## config.mk

```make
export PLATFORM = sky130hd
export DESIGN_NAME = lc3_writeback_flat
export DESIGN_NICKNAME = d
export VERILOG_FILES = /design/src/rtl/lc3_writeback_pkg.sv /design/src/rtl/lc3_writeback_if.sv /design/src/rtl/lc3_writeback_regfile.sv /design/src/rtl/lc3_writeback.sv /design/src/flat_wrapper.sv
export SDC_FILE = /design/constraint.sdc
export NUM_CORES = 1
export LEC_CHECK = 0
export ABC_AREA = 1
export CORE_MARGIN = 1.5
export CORE_UTILIZATION = 56
export CTS_BUF_LIST = sky130_fd_sc_hd__clkbuf_8
export CTS_CLUSTER_DIAMETER = 120
export CTS_CLUSTER_SIZE = 14
export DETAILED_ROUTE_END_ITERATION = 6
export GPL_TIMING_DRIVEN = 0
export PLACE_DENSITY = 0.83
export SLEW_MARGIN = 20
export SYNTH_ARGS = -nofsm -noshare
export SYNTH_HDL_FRONTEND = slang
export SYNTH_SLANG_ARGS = --single-unit
export TNS_END_PERCENT = 1
```

## constraint.sdc

```tcl
create_clock -name clock -period 1.67 [get_ports clock]
set_clock_uncertainty 0.15 [all_clocks]
set_input_delay 0.2505 -clock clock [delete_from_list [all_inputs] [get_ports clock]]
set_output_delay 0.2505 -clock clock [all_outputs]
set_load 0.02 [all_outputs]
```

## src/rtl/lc3_writeback_pkg.sv

```systemverilog
// ============================================================================
// Module : lc3_wb_pkg
// Brief  : Shared types, constants and PSR helper for the LC3 writeback stage.
// Rev    : 1.0
// ============================================================================
`default_nettype none

package lc3_wb_pkg;

    localparam int DATA_W   = 16;
    localparam int NUM_REGS = 8;
    localparam int REG_AW   = $clog2(NUM_REGS);

    typedef enum logic [1:0] {
        WB_ALU  = 2'd0,
        WB_PC   = 2'd1,
        WB_MEM  = 2'd2,
        WB_RSVD = 2'd3
    } wb_sel_t;

    localparam logic [2:0] PSR_N = 3'b100;
    localparam logic [2:0] PSR_Z = 3'b010;
    localparam logic [2:0] PSR_P = 3'b001;

    // Negative takes priority; zero only when every bit is clear.
    function automatic logic [2:0] calc_psr(input logic [15:0] value);
        if (value[15])
            return PSR_N;
        else if (value == 16'h0000)
            return PSR_Z;
        else
            return PSR_P;
    endfunction

endpackage

`default_nettype wire

```

## src/rtl/lc3_writeback_if.sv

```systemverilog
// ============================================================================
// Module : lc3_writeback_if
// Brief  : writeback_in bus between execute/memaccess (master) and writeback.
// Rev    : 1.0
// ============================================================================
`default_nettype none

interface lc3_writeback_if;
    import lc3_wb_pkg::*;

    logic [DATA_W-1:0] aluout;
    logic [1:0]        W_Control;
    logic [DATA_W-1:0] pcout;
    logic [DATA_W-1:0] memout;
    logic              enable_writeback;
    logic [REG_AW-1:0] sr1;
    logic [REG_AW-1:0] sr2;
    logic [REG_AW-1:0] dr;
    logic [DATA_W-1:0] npc;
    logic [DATA_W-1:0] VSR1;
    logic [DATA_W-1:0] VSR2;
    logic [2:0]        psr;
    logic [DATA_W-1:0] last_npc;
    logic              wb_illegal;

    modport master (
        output aluout, W_Control, pcout, memout, enable_writeback,
        output sr1, sr2, dr, npc,
        input  VSR1, VSR2, psr, last_npc, wb_illegal
    );

    modport slave (
        input  aluout, W_Control, pcout, memout, enable_writeback,
        input  sr1, sr2, dr, npc,
        output VSR1, VSR2, psr, last_npc, wb_illegal
    );

endinterface

`default_nettype wire

```

## src/rtl/lc3_writeback_regfile.sv

```systemverilog
// ============================================================================
// Module : lc3_regfile
// Brief  : NUM_REGS x DATA_W register file, 1 sync write, 2 async reads.
// Rev    : 1.0
// ============================================================================
`default_nettype none

module lc3_regfile #(
    parameter int DATA_W   = 16,
    parameter int NUM_REGS = 8,
    parameter int AW       = $clog2(NUM_REGS)
) (
    input  wire logic              clock,
    input  wire logic              reset,
    input  wire logic              we_i,
    input  wire logic [AW-1:0]     waddr_i,
    input  wire logic [DATA_W-1:0] wdata_i,
    input  wire logic [AW-1:0]     raddr1_i,
    input  wire logic [AW-1:0]     raddr2_i,
    output logic      [DATA_W-1:0] rdata1_o,
    output logic      [DATA_W-1:0] rdata2_o
);

    logic [DATA_W-1:0] mem_q [NUM_REGS];

    always_ff @(posedge clock or negedge reset) begin
        if (!reset) begin
            for (int i = 0; i < NUM_REGS; i++)
                mem_q[i] <= '0;
        end else if (we_i) begin
            mem_q[waddr_i] <= wdata_i;
        end
    end

    // No bypass: a read of the address being written returns the old value.
    assign rdata1_o = mem_q[raddr1_i];
    assign rdata2_o = mem_q[raddr2_i];

endmodule

`default_nettype wire

```

## src/rtl/lc3_writeback.sv

```systemverilog
// ============================================================================
// Module : lc3_writeback
// Brief  : LC3 writeback stage: source mux, regfile write, PSR and debug flops.
// Rev    : 1.0
// ============================================================================
`default_nettype none

module lc3_writeback
    import lc3_wb_pkg::*;
(
    input  wire logic         clock,
    input  wire logic         reset,
    lc3_writeback_if.slave    wb
);

    wb_sel_t           w_sel;
    logic [DATA_W-1:0] w_wdata;
    logic              w_write;
    logic              w_illegal;

    logic [2:0]        psr_q, psr_d;
    logic [DATA_W-1:0] last_npc_q, last_npc_d;
    logic              illegal_q, illegal_d;

    assign w_sel = wb_sel_t'(wb.W_Control);

    always_comb begin
        w_wdata = '0;
        case (w_sel)
            WB_ALU:  w_wdata = wb.aluout;
            WB_PC:   w_wdata = wb.pcout;
            WB_MEM:  w_wdata = wb.memout;
            default: w_wdata = '0;
        endcase
    end

    // Enable gates everything, so X/Z on other inputs cannot reach state.
    assign w_write   = wb.enable_writeback && (w_sel != WB_RSVD);
    assign w_illegal = wb.enable_writeback && (w_sel == WB_RSVD);

    always_comb begin
        psr_d      = psr_q;
        last_npc_d = last_npc_q;
        illegal_d  = w_illegal;
        if (w_write) begin
            psr_d      = calc_psr(w_wdata);
            last_npc_d = wb.npc;
        end
    end

    always_ff @(posedge clock or negedge reset) begin
        if (!reset) begin
            psr_q      <= 3'b000;
            last_npc_q <= '0;
            illegal_q  <= 1'b0;
        end else begin
            psr_q      <= psr_d;
            last_npc_q <= last_npc_d;
            illegal_q  <= illegal_d;
        end
    end

    lc3_regfile #(
        .DATA_W   (DATA_W),
        .NUM_REGS (NUM_REGS),
        .AW       (REG_AW)
    ) u_regfile (
        .clock    (clock),
        .reset    (reset),
        .we_i     (w_write),
        .waddr_i  (wb.dr),
        .wdata_i  (w_wdata),
        .raddr1_i (wb.sr1),
        .raddr2_i (wb.sr2),
        .rdata1_o (wb.VSR1),
        .rdata2_o (wb.VSR2)
    );

    assign wb.psr        = psr_q;
    assign wb.last_npc   = last_npc_q;
    assign wb.wb_illegal = illegal_q;

endmodule

`default_nettype wire

```

## src/flat_wrapper.sv

```systemverilog
// flat-port wrapper written by rule: the top's interface ports become plain ports
module lc3_writeback_flat import lc3_wb_pkg::*;
  (clock, reset, wb_aluout, wb_W_Control, wb_pcout, wb_memout, wb_enable_writeback, wb_sr1, wb_sr2, wb_dr, wb_npc, wb_VSR1, wb_VSR2, wb_psr, wb_last_npc, wb_wb_illegal);
  lc3_writeback_if wb_i ();
  input  wire logic clock;
  input  wire logic reset;
  input wire logic [$bits(wb_i.aluout)-1:0] wb_aluout;
  input wire logic [$bits(wb_i.W_Control)-1:0] wb_W_Control;
  input wire logic [$bits(wb_i.pcout)-1:0] wb_pcout;
  input wire logic [$bits(wb_i.memout)-1:0] wb_memout;
  input wire logic [$bits(wb_i.enable_writeback)-1:0] wb_enable_writeback;
  input wire logic [$bits(wb_i.sr1)-1:0] wb_sr1;
  input wire logic [$bits(wb_i.sr2)-1:0] wb_sr2;
  input wire logic [$bits(wb_i.dr)-1:0] wb_dr;
  input wire logic [$bits(wb_i.npc)-1:0] wb_npc;
  output wire logic [$bits(wb_i.VSR1)-1:0] wb_VSR1;
  output wire logic [$bits(wb_i.VSR2)-1:0] wb_VSR2;
  output wire logic [$bits(wb_i.psr)-1:0] wb_psr;
  output wire logic [$bits(wb_i.last_npc)-1:0] wb_last_npc;
  output wire logic [$bits(wb_i.wb_illegal)-1:0] wb_wb_illegal;
  assign wb_i.aluout = wb_aluout;
  assign wb_i.W_Control = wb_W_Control;
  assign wb_i.pcout = wb_pcout;
  assign wb_i.memout = wb_memout;
  assign wb_i.enable_writeback = wb_enable_writeback;
  assign wb_i.sr1 = wb_sr1;
  assign wb_i.sr2 = wb_sr2;
  assign wb_i.dr = wb_dr;
  assign wb_i.npc = wb_npc;
  assign wb_VSR1 = wb_i.VSR1;
  assign wb_VSR2 = wb_i.VSR2;
  assign wb_psr = wb_i.psr;
  assign wb_last_npc = wb_i.last_npc;
  assign wb_wb_illegal = wb_i.wb_illegal;
  lc3_writeback u_core (.clock(clock), .reset(reset), .wb(wb_i));
endmodule
```

==> metrics.txt, run 1 <==
# TYPE chip_impl_metric gauge
chip_impl_info{name="run_status",value="complete, but fails checks"} 1
chip_impl_info{name="failed_checks",value="setup timing"} 1
chip_impl_metric{name="die_height",unit="um"} 122.6
chip_impl_metric{name="tightestPinTransition",unit="ns"} 0.5901
chip_impl_metric{name="floorplan_core_area",unit="mm2"} 0.01393
chip_impl_info{name="critical_path.endpoint_type",value="output port"} 1
chip_impl_metric{name="die-area",unit="mm2"} 0.01503
chip_impl_metric{name="cts-root-to-sink-buffers",unit=""} 2
chip_impl_metric{name="row_count",unit=""} 43
chip_impl_metric{name="critPathRequiredTime",unit="ns"} 1.27
chip_impl_metric{name="die_w",unit="um"} 122.6
chip_impl_metric{name="fin_area",unit="mm2"} 0.01055
chip_impl_metric{name="worst_path_largest_cell_delay",unit="ns"} 0.35
chip_impl_metric{name="hold_viol",unit=""} 0
chip_impl_metric{name="area.growth.synth_to_final",unit="%"} 31.69
chip_impl_info{name="netlist_top_cells_area",value="sky130_fd_sc_hd__dfrtp_1, sky130_fd_sc_hd__o21ai_0, sky130_fd_sc_hd__nand2_1, sky130_fd_sc_hd__a21oi_1, sky130_fd_sc_hd__inv_1"} 1
chip_impl_metric{name="groute.usage.overall",unit="%"} 38.71
chip_impl_metric{name="routed_via_density",unit=""} 6.216
chip_impl_info{name="r2r_end",value="u_core.u_regfile.mem_q[21]$_DFFE_PN0P_"} 1
chip_impl_info{name="worstSetupStartpointType",value="flip-flop"} 1
chip_impl_metric{name="buffer_ports.inserted",unit=""} 125
chip_impl_metric{name="share_clk_of_total_power",unit="%"} 28.0
chip_impl_metric{name="boundaryPins",unit=""} 130
chip_impl_metric{name="power.density",unit="mW/mm2"} 1061
chip_impl_metric{name="grt_pass1_vias",unit=""} 8334
chip_impl_info{name="combinational_family_with_the_most_area_after_synthesis",value="compound AO/OA/AOI/OAI gates"} 1
chip_impl_info{name="netlist.top_cell.by_area",value="sky130_fd_sc_hd__dfrtp_1"} 1
chip_impl_info{name="worst_r2r_startpoint",value="u_core.u_regfile.mem_q[21]$_DFFE_PN0P_"} 1
chip_impl_info{name="cts_tree",value="yes"} 1
chip_impl_metric{name="power_leakage",unit="uW"} 0.004803
chip_impl_metric{name="dpl-instance-area",unit="mm2"} 0.009727
chip_impl_metric{name="reg2regPathDepth",unit=""} 2
chip_impl_metric{name="achievable-frequency",unit="MHz"} 469.7
chip_impl_metric{name="critPathArrivalTime",unit="ns"} 1.73
chip_impl_metric{name="n_fill_cell",unit=""} 1048
chip_impl_metric{name="gr-total-overflow",unit=""} 0
chip_impl_info{name="crit_end",value="wb_VSR2[4]"} 1
chip_impl_info{name="hp-class",value="in -> reg"} 1
chip_impl_metric{name="worst_skew_pair.late_latency",unit="ns"} 0.47
chip_impl_metric{name="mappedNetlistNets",unit=""} 1137
chip_impl_metric{name="ctsHtreeMaxLevel",unit=""} 4
chip_impl_metric{name="placement.setup.worst_slack",unit="ns"} -1.584
chip_impl_metric{name="combinationalPowerShare",unit="%"} 29.1
chip_impl_metric{name="total_number_of_vias",unit=""} 8721
chip_impl_metric{name="power.switching",unit="uW"} 3895
chip_impl_metric{name="synth-seq-cells",unit=""} 148
chip_impl_metric{name="finalWorstSetupSlack",unit="ns"} -0.4592
chip_impl_metric{name="ff2ff_setup_slack",unit="ns"} 0.66
chip_impl_metric{name="gp_routability_congestion",unit=""} 0.9750
chip_impl_info{name="worst_setup_path_startpoint",value="u_core.u_regfile.mem_q[36]$_DFFE_PN0P_"} 1
chip_impl_info{name="path_delay_family",value="compound AO/OA/AOI/OAI gates"} 1
chip_impl_info{name="critical_path.cell_chain",value="inv_2, a21oi_2, o21ai_1, nand2_1, nor2_2, a31oi_2, buf_4"} 1
chip_impl_metric{name="synthesis.instances",unit=""} 1059
chip_impl_metric{name="p_seq_share",unit="%"} 43.0
chip_impl_metric{name="grt_max_degree",unit=""} 103
chip_impl_metric{name="muxShareOfSynthArea",unit="%"} 4.500
chip_impl_metric{name="drive_above_1_share",unit="%"} 21.75
chip_impl_metric{name="grt_antenna_before_repair",unit=""} 0
chip_impl_metric{name="worstPathBufferInverterCount",unit=""} 2
chip_impl_metric{name="finalMaxSlewViolations",unit=""} 0
chip_impl_metric{name="synth_sequential_area_ratio",unit="%"} 46.25
chip_impl_metric{name="sink_count_of_the_clock_tree",unit=""} 148
chip_impl_metric{name="drt_pass1_iterations",unit=""} 7
chip_impl_metric{name="fin_crit_sh",unit="%"} 127.5
chip_impl_metric{name="setup_tns",unit="ns"} -11.60
chip_impl_metric{name="switching_share",unit="%"} 34.80
chip_impl_info{name="clock-root-buffer",value="sky130_fd_sc_hd__clkbuf_8"} 1
chip_impl_metric{name="synth_area",unit="mm2"} 0.008008
chip_impl_metric{name="drv_cap",unit=""} 0
chip_impl_metric{name="number_of_nets_in_the_layout",unit=""} 1288
chip_impl_metric{name="synthesis.yosys.warnings",unit=""} 0
chip_impl_metric{name="synth_adder_area_share",unit="%"} 0
chip_impl_metric{name="floorplan.initialDensity",unit="%"} 57.47
chip_impl_info{name="worst-setup-path-type",value="reg -> out"} 1
chip_impl_metric{name="detail_route.drc_violations",unit=""} 0
chip_impl_metric{name="wire_per_inst",unit="um"} 20.24
chip_impl_metric{name="synth_compound_area_share",unit="%"} 24.50
chip_impl_metric{name="numCtsBuffers",unit=""} 17
chip_impl_metric{name="synth_xor_area_share",unit="%"} 0
chip_impl_metric{name="synth_top_cell_area_share",unit="%"} 46.25
chip_impl_metric{name="power.internal",unit="uW"} 7297
chip_impl_metric{name="maxSlewHeadroom",unit="%"} 60.66
chip_impl_metric{name="vdd.ir_drop.worst",unit="V"} 0.0009607
chip_impl_info{name="cp_max_delay_cell",value="sky130_fd_sc_hd__dfrtp_1"} 1
chip_impl_metric{name="initialDrtViolationCount",unit=""} 1332
chip_impl_metric{name="detail_route.wirelength",unit="mm"} 28.40
chip_impl_metric{name="final-setup-viol-count",unit=""} 32
chip_impl_metric{name="wire_length_of_the_first_global_routing_pass",unit="mm"} 43.82
chip_impl_metric{name="clkTransAtPathRegs",unit="ns"} 0.08
chip_impl_metric{name="total_number_of_cells_along_the_worst_setup_path",unit=""} 7
chip_impl_metric{name="synthSimpleGateAreaFrac",unit="%"} 15.78
chip_impl_metric{name="fin_crit",unit="ns"} 2.129
chip_impl_info{name="rsz0062_at_grt",value="true"} 1
chip_impl_metric{name="crit_path_max_fanout",unit=""} 3
chip_impl_metric{name="post-dp-hpwl",unit="mm"} 20.06
chip_impl_metric{name="syn-mean-instance-area",unit="um2"} 7.562
chip_impl_metric{name="n_antenna_cell",unit=""} 0
chip_impl_metric{name="post_synth_num_cell_types",unit=""} 19
chip_impl_metric{name="drt.antenna.violating_nets",unit=""} 0
## cell usage after synthesis
master and instances:
sky130_fd_sc_hd__nand2_1 206, sky130_fd_sc_hd__inv_2 3, sky130_fd_sc_hd__nor3_1 1, sky130_fd_sc_hd__o21ai_0 224, sky130_fd_sc_hd__nand2_2 1, sky130_fd_sc_hd__nor2_1 48, sky130_fd_sc_hd__buf_2 13, sky130_fd_sc_hd__buf_1 5
sky130_fd_sc_hd__dfrtp_1 148, sky130_fd_sc_hd__inv_1 105, sky130_fd_sc_hd__mux2_2 32, sky130_fd_sc_hd__a21oi_1 128, sky130_fd_sc_hd__nand3_1 49, sky130_fd_sc_hd__clkbuf_1 55, sky130_fd_sc_hd__nor2_4 1, sky130_fd_sc_hd__a31oi_1 32
sky130_fd_sc_hd__buf_4 3, sky130_fd_sc_hd__nor4_1 2, sky130_fd_sc_hd__nor3_2 3
## state kept, by name, summed over array words and instances (netlist names)
name and cells:
u_core.wb.wb_illegal 1, u_core.wb.last_npc 16, u_core.wb.psr 3, u_core.u_regfile.mem_q 128
## logic make-up (layout without fill, tap and decap cells)
group,after synthesis,count (layout)
AOI/OAI and AO/OA,384,384
buffers and inverters,184,348
DFF,148,148
muxes,32,32
and+or+nand+nor,311,311
## worst min-delay path by stage
stage | slack [ns] | to | depth (start not counted) | from
finish | 0.05 | u_core.wb.wb_illegal$_DFF_PN0_ | 3 | wb_enable_writeback
global route | 0.06 | u_core.wb.wb_illegal$_DFF_PN0_ | 3 | wb_enable_writeback
CTS | 0.02 | u_core.wb.wb_illegal$_DFF_PN0_ | 3 | wb_enable_writeback
detailed placement | 0.03 | u_core.u_regfile.mem_q[33]$_DFFE_PN0P_ | 1 | reset
global placement | 0.31 | u_core.wb.last_npc[3]$_DFFE_PN0P_ | 2 | u_core.wb.last_npc[3]$_DFFE_PN0P_
floorplan | -0.20 | u_core.u_regfile.mem_q[0]$_DFFE_PN0P_ | 0 | reset
## what timing repair did
action | in CTS | in global routing
endpoints found under the setup margin | 160 | 97
setup buffers | 4 | 0
hold buffers | 2 | 0
pin swaps | 23 | 8
endpoints found under the hold margin | 106 | 0
gates resized for setup | 332 | 58
## metal layers
layer  GRT usage (%)  share of wire (%)  wire length, um  up-vias
met5               0                  0                0        -
met4           17.08                4.2             1204        0
met3           9.433                 12             3267      112
met2           62.15                 46            13020      671
met1           49.86                 38            10910     4088
li1                -                  -                -     3850
## power groups by stage
| stage | clock network [uW] | logic, uW | registers (uW) |
|---|---|---|---|
| finish | 3130 | 3250 | 4810 |
| global placement | 0 | 2940 | 4780 |
| detailed placement | 0 | 3040 | 4820 |
| floorplan | 0 | 1790 | 4770 |
| global route | 3280 | 3500 | 4890 |
| CTS | 3110 | 3080 | 4780 |
## worst min-delay path, cell delays in order
cell and delay [ns]:
sky130_fd_sc_hd__dlygate4sd2_1 0.27, sky130_fd_sc_hd__inv_1 0.07, sky130_fd_sc_hd__nor2_1 0.04
## stage by stage
| step | utilization [%] | hold slack [ns] | power, uW | std cells |
|---|---|---|---|---|
| after floorplan | - | -0.1951 | 6561 | 1059 |
| after global placement | 69.53 | 0.3129 | 7723 | 1364 |
| after detailed placement | 69.80 | 0.02592 | 7861 | 1365 |
| after CTS | 74.78 | 0.02319 | 10970 | 1403 |
| after global routing | 75.68 | 0.06154 | 11660 | 1403 |
| final | 75.68 | 0.04531 | 11190 | 1403 |
## final cells by class
| type | instances | area, um2 | area share, % |
|---|---|---|---|
| Buffer | 76 | 505.5 | 4.794 |
| Clock buffer | 19 | 261.5 | 2.480 |
| Clock inverter | 13 | 180.2 | 1.709 |
| Inverter | 108 | 412.9 | 3.916 |
| Multi-Input combinational cell | 727 | 4029 | 38.21 |
| Sequential cell | 148 | 3704 | 35.12 |
| Tap cell | 180 | 225.2 | 2.136 |
| Timing Repair Buffer | 132 | 1227 | 11.64 |
## layout by cell type (no fill, tap or decap), types with 3 or more instances in the layout
cell type and n:
sky130_fd_sc_hd__nor2_2 12, sky130_fd_sc_hd__nor2_1 36, sky130_fd_sc_hd__nand3_2 7, sky130_fd_sc_hd__inv_4 3, sky130_fd_sc_hd__nand3_4 5, sky130_fd_sc_hd__dfrtp_1 148, sky130_fd_sc_hd__nand2_1 204, sky130_fd_sc_hd__dlygate4sd2_1 23
sky130_fd_sc_hd__buf_2 19, sky130_fd_sc_hd__inv_1 94, sky130_fd_sc_hd__clkbuf_1 8, sky130_fd_sc_hd__buf_4 37, sky130_fd_sc_hd__clkbuf_4 7, sky130_fd_sc_hd__a31oi_2 28, sky130_fd_sc_hd__mux2_2 32, sky130_fd_sc_hd__a21oi_1 110
sky130_fd_sc_hd__clkbuf_8 26, sky130_fd_sc_hd__inv_2 12, sky130_fd_sc_hd__a31oi_1 3, sky130_fd_sc_hd__clkbuf_2 29, sky130_fd_sc_hd__o21ai_1 41, sky130_fd_sc_hd__o21ai_0 183, sky130_fd_sc_hd__nand3_1 37, sky130_fd_sc_hd__clkinv_2 3
sky130_fd_sc_hd__bufinv_16 4, sky130_fd_sc_hd__buf_6 3, sky130_fd_sc_hd__a21oi_2 18, sky130_fd_sc_hd__clkdlybuf4s50_1 66
Note: power is estimated with default switching activity, not from simulation.
==> run 2: changes to the inputs <==
--- a/config.mk
+++ b/config.mk
@@ -5,15 +5,13 @@
 export SDC_FILE = /design/constraint.sdc
 export NUM_CORES = 1
 export LEC_CHECK = 0
-export ABC_AREA = 1
 export CORE_MARGIN = 1.5
-export CORE_UTILIZATION = 56
+export CORE_UTILIZATION = 55
 export CTS_BUF_LIST = sky130_fd_sc_hd__clkbuf_8
-export CTS_CLUSTER_DIAMETER = 120
 export CTS_CLUSTER_SIZE = 14
 export DETAILED_ROUTE_END_ITERATION = 6
 export GPL_TIMING_DRIVEN = 0
-export PLACE_DENSITY = 0.83
+export PLACE_DENSITY = 0.82
 export SLEW_MARGIN = 20
 export SYNTH_ARGS = -nofsm -noshare
 export SYNTH_HDL_FRONTEND = slang
==> metrics.txt, run 2 <==
# TYPE chip_impl_metric gauge
chip_impl_metric{name="initialDrtViolationCount",unit=""} 734
chip_impl_info{name="worstSetupStartpointType",value="flip-flop"} 1
chip_impl_info{name="hp-class",value="in -> async"} 1
chip_impl_metric{name="row_count",unit=""} 42
chip_impl_metric{name="synth_sequential_area_ratio",unit="%"} 48.92
chip_impl_info{name="worst-setup-path-type",value="reg -> out"} 1
chip_impl_metric{name="report.power.total",unit="uW"} 11700
chip_impl_metric{name="total_number_of_vias",unit=""} 6446
chip_impl_info{name="failed_checks",value="setup timing"} 1
chip_impl_info{name="cts_tree",value="yes"} 1
chip_impl_metric{name="finalMaxSlewViolations",unit=""} 0
chip_impl_metric{name="cts-root-to-sink-buffers",unit=""} 2
chip_impl_metric{name="hold_viol",unit=""} 0
chip_impl_info{name="rsz0062_at_grt",value="true"} 1
chip_impl_metric{name="synth_area",unit="mm2"} 0.007571
chip_impl_info{name="netlist.top_cell.by_area",value="sky130_fd_sc_hd__dfrtp_1"} 1
chip_impl_metric{name="routed_via_density",unit=""} 6.459
chip_impl_metric{name="synth_top_cell_area_share",unit="%"} 48.92
chip_impl_info{name="clock-root-buffer",value="sky130_fd_sc_hd__clkbuf_8"} 1
chip_impl_metric{name="mappedNetlistNets",unit=""} 739
chip_impl_metric{name="wire_per_inst",unit="um"} 23.32
chip_impl_metric{name="share_clk_of_total_power",unit="%"} 27.3
chip_impl_info{name="ys_top_cells_by_count",value="sky130_fd_sc_hd__dfrtp_1, sky130_fd_sc_hd__nand2_1, sky130_fd_sc_hd__nor2_1"} 1
chip_impl_metric{name="critPathArrivalTime",unit="ns"} 1.80
chip_impl_metric{name="wire_length_of_the_first_global_routing_pass",unit="mm"} 36.51
chip_impl_info{name="critical_path.cell_chain",value="mux4_2, mux2_4, buf_6"} 1
chip_impl_metric{name="finalWorstSetupSlack",unit="ns"} -0.5335
chip_impl_info{name="final_cell_mix",value="sky130_fd_sc_hd__dfrtp_1, sky130_fd_sc_hd__nand2_1, sky130_fd_sc_hd__nor2_1, sky130_fd_sc_hd__clkdlybuf4s50_1"} 1
chip_impl_metric{name="crit_path_max_fanout",unit=""} 3
chip_impl_info{name="netlist_top_cells_area",value="sky130_fd_sc_hd__dfrtp_1, sky130_fd_sc_hd__mux4_2, sky130_fd_sc_hd__nand2_1, sky130_fd_sc_hd__mux2_2, sky130_fd_sc_hd__a21oi_1"} 1
chip_impl_metric{name="grt_antenna_before_repair",unit=""} 0
chip_impl_info{name="critical_path.endpoint_type",value="output port"} 1
chip_impl_metric{name="synth_async_sr_flop_share",unit="%"} 100.0
chip_impl_metric{name="setup_tns",unit="ns"} -17.19
chip_impl_metric{name="gp_routability_congestion",unit=""} 0.8368
chip_impl_metric{name="synthesis.yosys.warnings",unit=""} 0
chip_impl_metric{name="drt_pass1_iterations",unit=""} 5
chip_impl_metric{name="fin_crit_sh",unit="%"} 131.9
chip_impl_metric{name="post-route-util",unit="%"} 74.54
chip_impl_metric{name="number_of_nets_in_the_layout",unit=""} 887
chip_impl_metric{name="area.growth.synth_to_final",unit="%"} 31.42
chip_impl_metric{name="floorplan_core_area",unit="mm2"} 0.01335
chip_impl_metric{name="boundaryPins",unit=""} 130
chip_impl_metric{name="post-dp-hpwl",unit="mm"} 15.40
chip_impl_metric{name="finalNonFillerCells",unit=""} 998
chip_impl_info{name="synthMostInstantiatedCell",value="sky130_fd_sc_hd__dfrtp_1"} 1
chip_impl_metric{name="vdd.ir_drop.worst",unit="V"} 0.0006980
chip_impl_metric{name="combinationalPowerShare",unit="%"} 30.8
chip_impl_metric{name="sink_count_of_the_clock_tree",unit=""} 148
chip_impl_metric{name="detail_route.wirelength",unit="mm"} 23.27
chip_impl_metric{name="ctsHtreeMaxLevel",unit=""} 4
chip_impl_metric{name="n_antenna_cell",unit=""} 0
chip_impl_metric{name="clkTransAtPathRegs",unit="ns"} 0.08
chip_impl_info{name="synth_top_flop_cell",value="sky130_fd_sc_hd__dfrtp_1"} 1
chip_impl_metric{name="fin_crit",unit="ns"} 2.204
chip_impl_metric{name="maxSlewHeadroom",unit="%"} 59.42
chip_impl_info{name="run_status",value="complete, but fails checks"} 1
chip_impl_metric{name="drt.antenna.violating_nets",unit=""} 0
chip_impl_metric{name="p_seq_share",unit="%"} 41.9
chip_impl_metric{name="groute.usage.overall",unit="%"} 34.19
chip_impl_metric{name="final-setup-viol-count",unit=""} 38
chip_impl_metric{name="post_synth_num_cell_types",unit=""} 28
chip_impl_metric{name="power_leakage",unit="uW"} 0.004402
chip_impl_metric{name="detail_route.drc_violations",unit=""} 0
chip_impl_metric{name="die_w",unit="um"} 120.3
chip_impl_metric{name="power.switching",unit="uW"} 3626
chip_impl_metric{name="achievable-frequency",unit="MHz"} 453.8
chip_impl_metric{name="switching_share",unit="%"} 30.99
chip_impl_metric{name="die-area",unit="mm2"} 0.01448
chip_impl_metric{name="synth-seq-cells",unit=""} 148
chip_impl_metric{name="gr-total-overflow",unit=""} 0
chip_impl_metric{name="power.internal",unit="uW"} 8074
chip_impl_metric{name="post_synth_edffs",unit=""} 0
chip_impl_info{name="layout_commonest_cell",value="sky130_fd_sc_hd__dfrtp_1"} 1
chip_impl_metric{name="worst_skew_pair.late_latency",unit="ns"} 0.45
chip_impl_metric{name="largest_register_ff_count",unit=""} 128
chip_impl_metric{name="die_height",unit="um"} 120.3
chip_impl_metric{name="dpl.cell_count",unit=""} 960
chip_impl_metric{name="critPathRequiredTime",unit="ns"} 1.27
chip_impl_info{name="largest-register",value="u_core.u_regfile.mem_q"} 1
chip_impl_metric{name="numCtsBuffers",unit=""} 17
chip_impl_metric{name="floorplan.initialDensity",unit="%"} 56.72
chip_impl_metric{name="buffer_ports.inserted",unit=""} 122
chip_impl_metric{name="syn-mean-instance-area",unit="um2"} 11.45
chip_impl_metric{name="tightestPinTransition",unit="ns"} 0.6082
chip_impl_metric{name="synthesis.instances",unit=""} 661
chip_impl_metric{name="worst_path_largest_cell_delay",unit="ns"} 0.52
chip_impl_metric{name="grt_pass1_vias",unit=""} 6868
chip_impl_metric{name="power.density",unit="mW/mm2"} 1176
chip_impl_metric{name="drive_above_1_share",unit="%"} 29.32
chip_impl_metric{name="drv_cap",unit=""} 0
chip_impl_info{name="cp_max_delay_cell",value="sky130_fd_sc_hd__mux4_2"} 1
chip_impl_metric{name="n_fill_cell",unit=""} 871
chip_impl_metric{name="grt_max_degree",unit=""} 107
## run 2: cell types whose count changed in the layout (fill, tap and decap cells not counted), moves of 36 or more
cell,before,now
sky130_fd_sc_hd__inv_1,94,3
sky130_fd_sc_hd__a21oi_1,110,64
sky130_fd_sc_hd__o21ai_0,183,6
sky130_fd_sc_hd__nand2_1,204,116
sky130_fd_sc_hd__mux4_2,0,64
sky130_fd_sc_hd__nand3_1,37,1
## run 2: layout make-up
type | count | area, um2 | share of cell area, %
Clock buffer | 19 | 261.5 | 2.628
Multi-Input combinational cell | 459 | 3895 | 39.15
Clock inverter | 13 | 188.9 | 1.899
Timing Repair Buffer | 129 | 1259 | 12.65
Sequential cell | 148 | 3704 | 37.22
Tap cell | 176 | 220.2 | 2.213
Buffer | 54 | 421.7 | 4.238
## run 2: power by group through the flow
stage	Clock [uW]	Sequential [uW]	Combinational, uW
floorplan	0	4810	2130
global placement	0	4820	3290
detailed placement	0	4930	3400
CTS	3200	4870	3500
global route	3370	4980	3850
finish	3190	4900	3610
## run 2: per-layer routing
metal  vias to the layer above  share of wire, %  GRT usage [%]  wire, um
met5                         -                 0              0         0
met1                      3190                35          40.71      8110
li1                       2690                 -              -         -
met3                       109                11          12.17      2559
met2                       457                50          55.14     11540
met4                         0               4.5          17.65      1058
## run 2: path summary, 6_finish.rpt
kind / depth (start not counted) / from / end / slack (ns)
setup / recovery: 3 / u_core.u_regfile.mem_q[22]$_DFFE_PN0P_ / wb_VSR1[6] / -0.53
hold / removal: 2 / reset / u_core.u_regfile.mem_q[38]$_DFFE_PN0P_ / 0.12
setup reg to reg: 4 / u_core.u_regfile.mem_q[6]$_DFFE_PN0P_ / u_core.u_regfile.mem_q[6]$_DFFE_PN0P_ / 0.62
hold reg to reg: 2 / u_core.wb.last_npc[1]$_DFFE_PN0P_ / u_core.wb.last_npc[1]$_DFFE_PN0P_ / 0.32
max in group asynchronous: 3 / reset / u_core.u_regfile.mem_q[65]$_DFFE_PN0P_ / 0.40
min in group clock: 4 / wb_dr[2] / u_core.u_regfile.mem_q[95]$_DFFE_PN0P_ / 0.12
## run 2: timing repair
action / 4_1_cts / 5_1_grt
hold buffers: 1 / 0
endpoints found under the hold margin: 148 / 0
resized for setup: 272 / 61
setup buffers: 4 / 1
endpoints found under the setup margin: 188 / 167
pin swaps: 0 / 2
## run 2: per-stage QoR
stage	instance area, um2	hold WS (ns)	worst slack (ns)
after detailed placement	9206	0.01145	-1.500
after global routing	9950	0.1173	-0.5799
after CTS	9854	0.07237	-0.5342
after floorplan	7726	-0.1951	-0.4165
final	9950	0.1222	-0.5335
after global placement	9168	0.3117	-5.314
## run 2: cells by family after synthesis
logic type	synth area share (%)
AOI/OAI and AO/OA	11.24
buffers and inverters	3.190
DFF	48.92
muxes	25.91
and+or+nand+nor	10.74
## run 2: worst max-delay path, delay by kind of cell, from the launching register on
kind | cells | cell delay, ns
DFF | 1 | 0.41
muxes | 2 | 0.81
buffers and inverters | 1 | 0.13
==> run 3: changes to the inputs <==
--- a/config.mk
+++ b/config.mk
@@ -8,7 +8,7 @@
 export CORE_MARGIN = 1.5
 export CORE_UTILIZATION = 55
 export CTS_BUF_LIST = sky130_fd_sc_hd__clkbuf_8
-export CTS_CLUSTER_SIZE = 14
+export CTS_CLUSTER_SIZE = 20
 export DETAILED_ROUTE_END_ITERATION = 6
 export GPL_TIMING_DRIVEN = 0
 export PLACE_DENSITY = 0.82
==> results of run 3 <==
Final layout, timing and power as in run 2 (identical DEF).
